===== config.mk =====
export PLATFORM = sky130hd
export DESIGN_NAME = projectile_engine
export DESIGN_NICKNAME = d
export VERILOG_FILES = /design/src/rtl/ball_pkg.sv /design/src/rtl/ball_step.sv /design/src/rtl/projectile_engine.sv
export SDC_FILE = /design/constraint.sdc
export NUM_CORES = 1
export LEC_CHECK = 0
export ABC_AREA = 0
export ABC_CLOCK_PERIOD_IN_PS = 5600
export BUFFER_PORTS_ARGS = -buffer_cell sky130_fd_sc_hd__buf_2
export CAP_MARGIN = 20
export CORE_MARGIN = 3
export CORE_UTILIZATION = 45
export CTS_CLUSTER_DIAMETER = 30
export DETAILED_ROUTE_END_ITERATION = 8
export GPL_TIMING_DRIVEN = 1
export MAX_ROUTING_LAYER = met4
export PLACE_DENSITY = 0.69
export SETUP_SLACK_MARGIN = 0.15
export SLEW_MARGIN = 20
export SYNTH_ARGS = -nofsm -noshare
export SYNTH_HDL_FRONTEND = slang
export SYNTH_HIERARCHICAL = 1
export SYNTH_SLANG_ARGS = --single-unit

===== constraint.sdc =====
create_clock -name clk -period 5.6 [get_ports clk]
set_clock_uncertainty 0.2 [all_clocks]
set_input_delay 1.12 -clock clk [delete_from_list [all_inputs] [get_ports clk]]
set_output_delay 1.12 -clock clk [all_outputs]
set_load 0.02 [all_outputs]

===== src/rtl/ball_pkg.sv =====
// ball_pkg: shared FSM encoding, bounce-mode codes and fixed-point width helpers.
package ball_pkg;
    typedef enum logic {IDLE = 1'b0, SWEEP = 1'b1} state_t;
    localparam int MODE_RETIRE = 0;
    localparam int MODE_BOUNCE = 1;
    function automatic int fix_w(input int pos_w, input int frac_w);
        return pos_w + frac_w + 1;
    endfunction
    function automatic int idx_w(input int n);
        return n > 1 ? $clog2(n) : 1;
    endfunction
endpackage


===== src/rtl/ball_step.sv =====
// ball_step: combinational one-frame physics step for a single ball slot.
module ball_step import ball_pkg::*; #(
    parameter int PW          = 15,
    parameter int FRAC_W      = 4,
    parameter int GRAVITY     = 3,
    parameter int SCREEN_W    = 640,
    parameter int SCREEN_H    = 480,
    parameter int BALL_R      = 4,
    parameter int BOUNCE_MODE = 1,
    parameter int MIN_BOUNCE  = 8
) (
    input  logic signed [PW-1:0] x,
    input  logic signed [PW-1:0] y,
    input  logic signed [PW-1:0] vx,
    input  logic signed [PW-1:0] vy,
    output logic signed [PW-1:0] nx,
    output logic signed [PW-1:0] ny,
    output logic signed [PW-1:0] nvy,
    output logic                 alive
);
    localparam logic signed [PW-1:0] FLOOR = PW'((SCREEN_H - 1 - BALL_R) << FRAC_W);
    localparam logic signed [PW-1:0] X_END = PW'(SCREEN_W << FRAC_W);
    localparam logic signed [PW-1:0] MINB  = PW'(MIN_BOUNCE);
    localparam logic signed [PW-1:0] GRAV  = PW'(GRAVITY);
    logic signed [PW-1:0] sx, sy, mag, bvy;
    logic hit, gone;
    always_comb begin
        sx    = x + vx;
        sy    = y - vy;
        mag   = vy[PW-1] ? -vy : vy;
        bvy   = mag - (mag >>> 2);
        gone  = sx[PW-1] || sx >= X_END;
        hit   = sy >= FLOOR;
        nx    = sx;
        ny    = hit ? FLOOR : sy;
        nvy   = hit ? bvy : vy - GRAV;
        // a floor hit survives only as a bounce strong enough to leave the floor
        alive = !gone && !(hit && (BOUNCE_MODE == MODE_RETIRE || bvy < MINB));
    end
endmodule


===== src/rtl/projectile_engine.sv =====
// projectile_engine: multi-slot ballistic ball engine with a time-shared physics step
// and a registered raster hit output for VGA overlay.
module projectile_engine import ball_pkg::*; #(
    parameter int NUM_BALLS   = 4,
    parameter int POS_W       = 10,
    parameter int FRAC_W      = 4,
    parameter int VEL_W       = 10,
    parameter int GRAVITY     = 3,
    parameter int SCREEN_W    = 640,
    parameter int SCREEN_H    = 480,
    parameter int BALL_R      = 4,
    parameter int BOUNCE_MODE = 1,
    parameter int MIN_BOUNCE  = 8
) (
    input  logic                 clk,
    input  logic                 rst,
    input  logic                 update,
    input  logic                 launch_valid,
    output logic                 launch_ready,
    input  logic [POS_W-1:0]     launch_x,
    input  logic [POS_W-1:0]     launch_y,
    input  logic [VEL_W-1:0]     launch_vx,
    input  logic [VEL_W-1:0]     launch_vy,
    input  logic [POS_W-1:0]     xCount,
    input  logic [POS_W-1:0]     yCount,
    output logic                 ball_pixel,
    output logic [NUM_BALLS-1:0] active_mask,
    output logic                 busy
);
    localparam int PW = fix_w(POS_W, FRAC_W);
    localparam int IW = idx_w(NUM_BALLS);
    localparam logic [IW-1:0] LAST = IW'(NUM_BALLS - 1);
    localparam logic signed [PW:0] R = (PW+1)'(BALL_R);

    state_t state, state_n;
    logic pending, free;
    logic [IW-1:0] idx, free_idx;
    logic [NUM_BALLS-1:0] active, near;
    logic signed [PW-1:0] px [NUM_BALLS];
    logic signed [PW-1:0] py [NUM_BALLS];
    logic signed [PW-1:0] pvx [NUM_BALLS];
    logic signed [PW-1:0] pvy [NUM_BALLS];
    logic signed [PW-1:0] nx, ny, nvy;
    logic alive;

    ball_step #(
        .PW(PW), .FRAC_W(FRAC_W), .GRAVITY(GRAVITY), .SCREEN_W(SCREEN_W),
        .SCREEN_H(SCREEN_H), .BALL_R(BALL_R), .BOUNCE_MODE(BOUNCE_MODE), .MIN_BOUNCE(MIN_BOUNCE)
    ) u_step (
        .x(px[idx]), .y(py[idx]), .vx(pvx[idx]), .vy(pvy[idx]),
        .nx(nx), .ny(ny), .nvy(nvy), .alive(alive)
    );

    always_ff @(posedge clk) begin
        if (rst) state <= IDLE;
        else     state <= state_n;
    end

    always_comb begin
        state_n = state == IDLE ? ((update || pending) ? SWEEP : IDLE) : (idx == LAST ? IDLE : SWEEP);
    end

    always_comb begin
        busy         = state == SWEEP;
        launch_ready = state == IDLE && !pending && !update && free;
        active_mask  = active;
    end

    always_comb begin
        free     = ~&active;
        free_idx = '0;
        for (int i = NUM_BALLS - 1; i >= 0; i--)
            if (!active[i]) free_idx = IW'(i);
    end

    always_ff @(posedge clk) begin
        if (rst) begin
            pending <= 1'b0;
            idx     <= '0;
            active  <= '0;
            for (int i = 0; i < NUM_BALLS; i++) begin
                px[i]  <= '0;
                py[i]  <= '0;
                pvx[i] <= '0;
                pvy[i] <= '0;
            end
        end else begin
            if (state == IDLE) begin
                pending <= 1'b0;
                idx     <= '0;
            end else begin
                pending <= pending || update;
                idx     <= idx + 1'b1;
                if (active[idx]) begin
                    px[idx]     <= nx;
                    py[idx]     <= ny;
                    pvy[idx]    <= nvy;
                    active[idx] <= alive;
                end
            end
            if (launch_valid && launch_ready) begin
                px[free_idx]     <= {1'b0, launch_x, {FRAC_W{1'b0}}};
                py[free_idx]     <= {1'b0, launch_y, {FRAC_W{1'b0}}};
                pvx[free_idx]    <= {{(PW-VEL_W){launch_vx[VEL_W-1]}}, launch_vx};
                pvy[free_idx]    <= {{(PW-VEL_W){launch_vy[VEL_W-1]}}, launch_vy};
                active[free_idx] <= 1'b1;
            end
        end
    end

    // distances use integer pixel parts; balls above the screen (y < 0) are never drawn
    for (genvar g = 0; g < NUM_BALLS; g++) begin : g_near
        logic signed [PW:0] dx, dy;
        assign dx = $signed({{(FRAC_W+1){1'b0}}, xCount}) - (PW+1)'(px[g] >>> FRAC_W);
        assign dy = $signed({{(FRAC_W+1){1'b0}}, yCount}) - (PW+1)'(py[g] >>> FRAC_W);
        assign near[g] = active[g] && !py[g][PW-1] && dx >= -R && dx <= R && dy >= -R && dy <= R;
    end

    always_ff @(posedge clk) begin
        if (rst) ball_pixel <= 1'b0;
        else     ball_pixel <= |near;
    end
endmodule


==> summary.md, run 1 <==
| Metric | Value |
|---|---|
| Port Buffers | `70` |
| Worst R2R Setup Slack | `between 0.4 and 0.5 ns` |
| Fin. max-slew vios | `0` |
| Delay-heaviest family, CP | `compound AO/OA/AOI/OAI gates` |
| Final worst-path cycle share | `approximately nine tenths` |
| Largest area contributor in the netlist | `edfxtp_1` |
| Synth async-reset ratio | `0%` |
| Synth area leaders | `edfxtp_1 (39%), ha_1 (9.1%), mux4_2 (7.4%), nor2_1 (5.0%), xnor2_1 (4.1%)` |
| Comb pwr share | `roughly a quarter` |
| TNS Setup | `0 ns` |
| Pwr Total | `~6700 uW` |
| Worst Path Arrival | `5.43 ns` |
| Htree depth | `2` |
| Min-Delay Path Class | `reg -> reg` |
| Max-slew headroom | `between 30 and 40%` |
| Clk sinks | `between 200 and 250` |
| Switch Pwr | `about 2000 uW` |
| Syn_area_per_cell | `between 10 and 15 um2` |
| PwrDens | `~340 nW/um2` |
| Routed via count | `~14000` |
| Yosys top cell area share | `38.6%` |
| Max Cap Violations | `0` |
| Max FO, Critical Path | `12` |
| Sequential group share of total power | `30.5%` |
| Final GP Congestion | `~1` |
| Minimum clock period | `5.12 ns` |
| Die Ht | `201 um` |
| Slowest cell on the critical path | `mux4_2` |
| Initial DRT Pass Iterations | `5` |
| Worst R2R Start | `idx[0]$_SDFF_PP0_` |
| Max Fclk | `roughly 0.2 GHz` |
| Crit start category | `register` |
| Yosys reg bits | `229` |
| CTS tree | `built` |
| Commonest cells in the netlist | `nor2_1 (226), edfxtp_1 (220), inv_1 (179)` |
| Worst-Margin Slew | `between 1 and 1.5 ns` |
| DRT antenna net count | `0` |
| Final std cells w/o fill | `about 2300` |
| Die Span X | `approximately 200 um` |
| Mapped Nets | `between 1500 and 2000` |
| Mapped Area | `approximately 17000 um2` |
| NumNets Final | `1975` |
| Root Driver | `clkbuf_16` |
| Largest net degree at the start of global routing | `47` |
| Clock share of power | `between 40 and 50%` |
| Worst R2R Path Depth | `16` |
| Sw Share | `about 30%` |
| Count of different cell masters after synthesis | `between 90 and 100` |
| First-pass GRT wire length | `between 70000 and 80000 um` |
| Num ports | `just over 70` |
| # hold bufs at CTS | `0` |
| Primary FF master, synth | `edfxtp_1` |
| RSZ-0062 raised after global routing | `no` |
| Mapped Cells | `1685` |
| Dpl cells | `around 2200` |
| Avg WL per Cell | `slightly above 20 um` |
| Skew-Pair Late Insertion Delay | `0.59 ns` |
| VDD IR max | `approximately 0.00026 V` |
| Clk pin slew, worst setup/hold paths | `~0.050 ns` |
| Area growth syn-to-layout | `16.0%` |
| Core Area | `about 37000 um2` |
| Bufs and invs on worst path | `1` |
| Hold Crit Endpoint | `pending$_SDFF_PP0_` |
| DRC viols | `0` |
| Post-synthesis sequential area ratio | `a little under 40%` |
| Final wirelength | `47400 um` |
| Outcome | `finished clean` |
| Min-delay src | `pending$_SDFF_PP0_` |
| Most frequent cell after synthesis | `nor2_1` |
| Critical Path, Cell by Cell | `mux4_2 -> or4_4 -> o21ai_1 -> xnor2_1 -> inv_1 -> ha_1 -> nand2_1 -> nor2_1 -> o21ai_1 -> a21oi_1 -> xnor2_1 -> and4_4 -> and4_1 -> a31oi_1 -> mux2i_1 -> a21oi_1` |
| DRT iter0 DRCs | `between 1000 and 1500` |
| Die footprint | `just over 40000 um2` |
| Vias per cell | `roughly 5.9` |
| Int Pwr | `approximately 4700 uW` |
| CTS Buf Count | `52` |
| Initial core utilization | `about 46%` |
| Clock Path Buffers | `3` |
| Gr ovfl total | `0` |
| Worst Setup Path Type | `reg -> reg` |
| EDFF count, synth | `220` |
| CP endpoint kind | `register` |
| Synth warn | `6` |
| Reg2reg end | `active_mask[2]$_SDFF_PP0_` |
| Hold Fails Final Rpt | `0` |
| Initial antenna violation count | `4` |
| Core Rows | `70` |
| Post-DP HPWL | `34200 um` |
| Hold path cells | `1` |
| Number of global-route vias before repair | `roughly 14000` |
| Total GRT Usage | `between 20% and 30%` |
| Crit-path max cell delay | `between 0.6 and 0.7 ns` |
| Leak Pwr | `about 0.008 uW` |
| Crit path depth | `16` |
| Share of cells above drive strength 1 | `roughly 16%` |
| Req. time, crit path | `5.91 ns` |
| Setup violations, final | `0` |
[placed cells by master, fill, tap and decap left out, drive strengths merged, types with 6 or more instances in the layout]
cell type	Yosys	layout
o21a	26	26
nor2b	14	14
nor3	42	42
nand3	18	18
o21ai	48	48
a211oi	16	16
o31a	7	7
fa	11	11
or3	14	14
o211ai	7	7
o31ai	12	12
o21bai	10	10
a21o	26	26
edfxtp	220	220
clkinv	4	24
a21oi	94	94
buf	24	96
a41oi	6	6
clkbuf	35	58
or4	7	7
o22ai	9	9
mux4	56	56
xor2	37	37
a22oi	29	29
and3	12	12
nor4	17	17
inv	180	183
nand2	64	64
bufinv	0	8
clkinvlp	0	7
nor2	226	226
and2	51	51
a31oi	16	16
nand2b	21	21
xnor2	83	83
or2	12	12
dfxtp	9	9
ha	124	124
mux2i	8	8
nand4	19	19
[flip-flops by register name, indices dropped and copies added (netlist names)]
register / cells
idx: 2
pvy: 60
pending: 1
ball_pixel: 1
py: 60
px: 60
pvx: 40
active_mask: 4
busy: 1
[final cells by class]
cell class                 instances  area (um2)
fill                            3234       17200
timing repair buffer              96         562
multi-input combinational       1213        9360
inverter                         184         691
clock inverter                    38         474
clock buffer                      58        1350
tap                              504         631
antenna                            4        10.0
sequential                       229        6790
[what timing repair did]
| item | in CTS | in global routing |
|---|---|---|
| resized for setup | 0 | 2 |
| endpoints found under the setup margin | 0 | 42 |
| buffers inserted | 0 | 0 |
[cells by family after synthesis]
kind of cell | Yosys count | share of synthesized area, %
adder cells (fa/ha/maj) | 135 | 10.3
multiplexers | 65 | 7.92
buffers and inverters | 243 | 5.92
AND/OR/NAND/NOR | 540 | 15.6
AO/OA/AOI/OAI | 353 | 14.3
XOR/XNOR | 120 | 6.23
flip-flops | 229 | 39.6
[routing by layer]
metal  up-vias  global-route usage [%]  share of wire (%)  wire, um
met5         -                       -                  0         0
met4         0                    9.59                3.6      1700
met3       113                    5.16                7.1      3390
met2       560                    37.3                 47     22500
met1      6622                    29.2                 42     19900
li1       6371                       -                  -         -
[how the worst max path moves through the flow]
| stage | slack [ns] | to | from |
|---|---|---|---|
| 2_1_floorplan | 0.22 | pvy[0][13]$_SDFFCE_PN0P_ | idx[0]$_SDFF_PP0_ |
| 6_report | 0.48 | active_mask[2]$_SDFF_PP0_ | idx[0]$_SDFF_PP0_ |
| 3_5_place_dp | 0.51 | pvy[1][8]$_SDFFCE_PN0P_ | idx[0]$_SDFF_PP0_ |
| 4_1_cts | 0.47 | pvy[0][0]$_SDFFCE_PN0P_ | idx[0]$_SDFF_PP0_ |
| 3_3_place_gp | 0.57 | active_mask[3]$_SDFF_PP0_ | idx[0]$_SDFF_PP0_ |
| 5_1_grt | 0.14 | pvy[0][0]$_SDFFCE_PN0P_ | idx[1]$_SDFF_PP0_ |
[per-stage QoR]
stage / cell area [um2] / setup slack (ns) / util (%) / hold WS [ns]
after detailed placement: 18000 / 0.512 / 48.6 / 0.254
after CTS: 19800 / 0.471 / 53.6 / 0.264
after global routing: 19900 / 0.137 / 53.6 / 0.284
after floorplan: 17100 / 0.221 / - / 0.242
final: 19900 / 0.480 / 53.6 / 0.260
after global placement: 18000 / 0.572 / 48.6 / 0.250
[worst reg2reg max path, stage by stage (launching register included)]
cell and delay, ns:
dfxtp_4 0.51, mux4_2 0.69, or4_4 0.63, o21ai_1 0.34
xnor2_1 0.20, inv_1 0.11, ha_1 0.35, nand2_1 0.08
nor2_1 0.11, o21ai_1 0.09, a21oi_1 0.46, xnor2_1 0.18
and4_4 0.21, and4_1 0.20, a31oi_1 0.41, mux2i_1 0.14
a21oi_1 0.15
[power by group through the flow]
stage	registers (uW)	logic (uW)	clock network, uW
floorplan	2060	1160	0
global placement	2070	1520	0
detailed placement	2080	1530	0
CTS	2050	1550	3140
global route	2060	1720	3220
finish	2050	1570	3100
No activity file was read; power rests on OpenSTA's default activity.
==> inputs of run 2 (changes only) <==
Settings changed: ABC_CLOCK_PERIOD_IN_PS 5600 to 6350, CTS_CLUSTER_SIZE set to 10, PLACE_DENSITY 0.69 to 0.66, SETUP_SLACK_MARGIN 0.15 to 0.05.
Clock period 5.6 ns to 6.35 ns, I/O delays scaled along.
==> summary.md, run 2 (synthesis results as in run 1) <==
| Metric | Value |
|---|---|
| Top Registers | `pvy x60, px x60, py x60` |
| Routed via count | `between 10000 and 15000` |
| Final wirelength | `around 47000 um` |
| Sw Share | `between 30% and 40%` |
| Leak Pwr | `0.00794 uW` |
| Multi-input logic area | `between 9000 and 10000 um2` |
| CTS Buf Count | `around 50` |
| Die Ht | `~200 um` |
| CP endpoint kind | `register` |
| Port Buffers | `70` |
| Core Area | `between 30000 and 40000 um2` |
| Clock Path Buffers | `3` |
| Worst-Margin Slew | `between 1 and 1.5 ns` |
| First-pass GRT wire length | `around 74000 um` |
| Setup slack after layout | `slightly below 0.7 ns` |
| Initial core utilization | `46.2%` |
| Most frequent cells in the layout | `nor2_1 (224), edfxtp_1 (220), inv_1 (179)` |
| Post-CTS setup buffers | `0` |
| DRT antenna net count | `0` |
| Crit start category | `register` |
| Reg2reg end | `py[0][4]$_SDFFCE_PN0P_` |
| # hold bufs at CTS | `0` |
| Area growth syn-to-layout | `15.0%` |
| Avg WL per Cell | `between 20 and 25 um` |
| Hold Fails Final Rpt | `0` |
| Die Span X | `roughly 200 um` |
| CTS tree | `built` |
| Post-DP HPWL | `approximately 34000 um` |
| Min-delay src | `pending$_SDFF_PP0_` |
| Worst R2R Start | `idx[0]$_SDFF_PP0_` |
| Most common cell after layout, fill and taps aside | `nor2_1` |
| VDD IR max | `0.000296 V` |
| Gr ovfl total | `0` |
| PwrDens | `293 nW/um2` |
| Initial DRT Pass Iterations | `6` |
| Hold Crit Endpoint | `pending$_SDFF_PP0_` |
| TNS Setup | `0 ns` |
| Grt met1 use | `~31%` |
| Post_cts resized | `0` |
| Share of cells above drive strength 1 | `15.6%` |
| Total GRT Usage | `a little under a quarter` |
| Root Driver | `clkbuf_16` |
| Initial antenna violation count | `3` |
| RSZ-0062 raised after global routing | `no` |
| Worst Path Arrival | `between 5 and 6 ns` |
| Req. time, crit path | `6.43 ns` |
| Seq. cell area | `6790 um2` |
| DRT iter0 DRCs | `around 1100` |
| Num ports | `71` |
| Final GP Congestion | `~0.97` |
| Vias per cell | `about 6` |
| NumNets Final | `1969` |
| Clk sinks | `between 200 and 250` |
| Worst R2R Path Depth | `13` |
| Fin. max-slew vios | `0` |
| Htree depth | `2` |
| Max-slew headroom | `around a quarter` |
| Int Pwr | `roughly 4000 uW` |
| Final worst-path cycle share | `approximately nine tenths` |
| Skew-Pair Late Insertion Delay | `slightly below 0.6 ns` |
| Largest net degree at the start of global routing | `47` |
| Min-Delay Path Class | `reg -> reg` |
| Die footprint | `around 40000 um2` |
| Outcome | `finished clean` |
| Worst Setup Path Type | `reg -> reg` |
| Max Fclk | `~0.18 GHz` |
| Setup violations, final | `0` |
| Max Cap Violations | `0` |
| Fillers | `roughly 3200` |
| Pwr Total | `a little under 6000 uW` |
| CP Launch Point | `idx[0]$_SDFF_PP0_` |
| Switch Pwr | `between 1500 and 2000 uW` |
| Number of global-route vias before repair | `~13000` |
| Clk pin slew, worst setup/hold paths | `around 0.05 ns` |
| Top Usage Layer GRT | `met2` |
| Sequential group share of total power | `between 30% and 40%` |
| Worst R2R Setup Slack | `between 0.6 and 0.7 ns` |
| Final hold slack | `0.262 ns` |
| Met2 usage | `36.4%` |
| Hold path cells | `1` |
| GR Layer Usage met3 | `~4.9%` |
| DRC viols | `0` |
| Comb pwr share | `a little under a quarter` |
| Core Rows | `70` |
| Setup slack after placement | `between 0.7 and 0.8 ns` |
| Max FO, Critical Path | `17` |
| Minimum clock period | `5.65 ns` |
| Clock share of power | `approximately 45%` |
[run 2: power groups by stage]
stage          logic [uW]  registers (uW)  clock network [uW]
2_1_floorplan        1020            1810                   0
3_3_place_gp         1340            1830                   0
3_5_place_dp         1350            1840                   0
4_1_cts              1360            1810                2620
5_1_grt              1510            1820                2710
6_report             1370            1810                2590
[run 2: critical path: stages, from the launching register on]
cell      delay, ns
dfxtp_4        0.56
buf_4          0.37
mux4_2         0.60
fa_1           0.49
a211oi_1       0.39
o21ai_0        0.21
a31oi_1        0.22
xor2_1         0.22
o32ai_1        0.12
nor4b_1        0.16
o21ai_1        0.86
o21ai_0        0.42
a22oi_1        0.44
nor2_1         0.10
[run 2: worst max path at each step]
| stage | to | depth (start not counted) |
|---|---|---|
| finish | py[0][4]$_SDFFCE_PN0P_ | 13 |
| global route | py[0][4]$_SDFFCE_PN0P_ | 13 |
| CTS | py[0][4]$_SDFFCE_PN0P_ | 13 |
| detailed placement | py[0][4]$_SDFFCE_PN0P_ | 13 |
| global placement | py[0][4]$_SDFFCE_PN0P_ | 13 |
| floorplan | pvy[0][13]$_SDFFCE_PN0P_ | 19 |
[run 2: routing by layer]
| layer | routed length, um | part of all wire, % |
|---|---|---|
| met5 | 0 | 0 |
| met3 | 3630 | 7.8 |
| met1 | 20000 | 43 |
| met4 | 1360 | 2.9 |
| met2 | 21700 | 46 |
[run 2: final cells by class]
type                            count  share of cell area (%)
Multi-Input combinational cell   1213                    47.5
Tap cell                          504                    3.20
Inverter                          184                    3.51
Clock buffer                       59                    6.74
Sequential cell                   229                    34.5
Clock inverter                     33                    1.94
Timing Repair Buffer               91                    2.58
Antenna cell                        2                  0.0254
[run 2: stage by stage]
| stage | cell area (um2) | utilization (%) | std cells |
|---|---|---|---|
| 2_1_floorplan | 17100 | - | 1685 |
| 4_1_cts | 19700 | 53.1 | 2313 |
| 5_1_grt | 19700 | 53.2 | 2315 |
| 3_5_place_dp | 18000 | 48.5 | 2221 |
| 3_3_place_gp | 18000 | 48.5 | 2221 |
| 6_report | 19700 | 53.2 | 2315 |
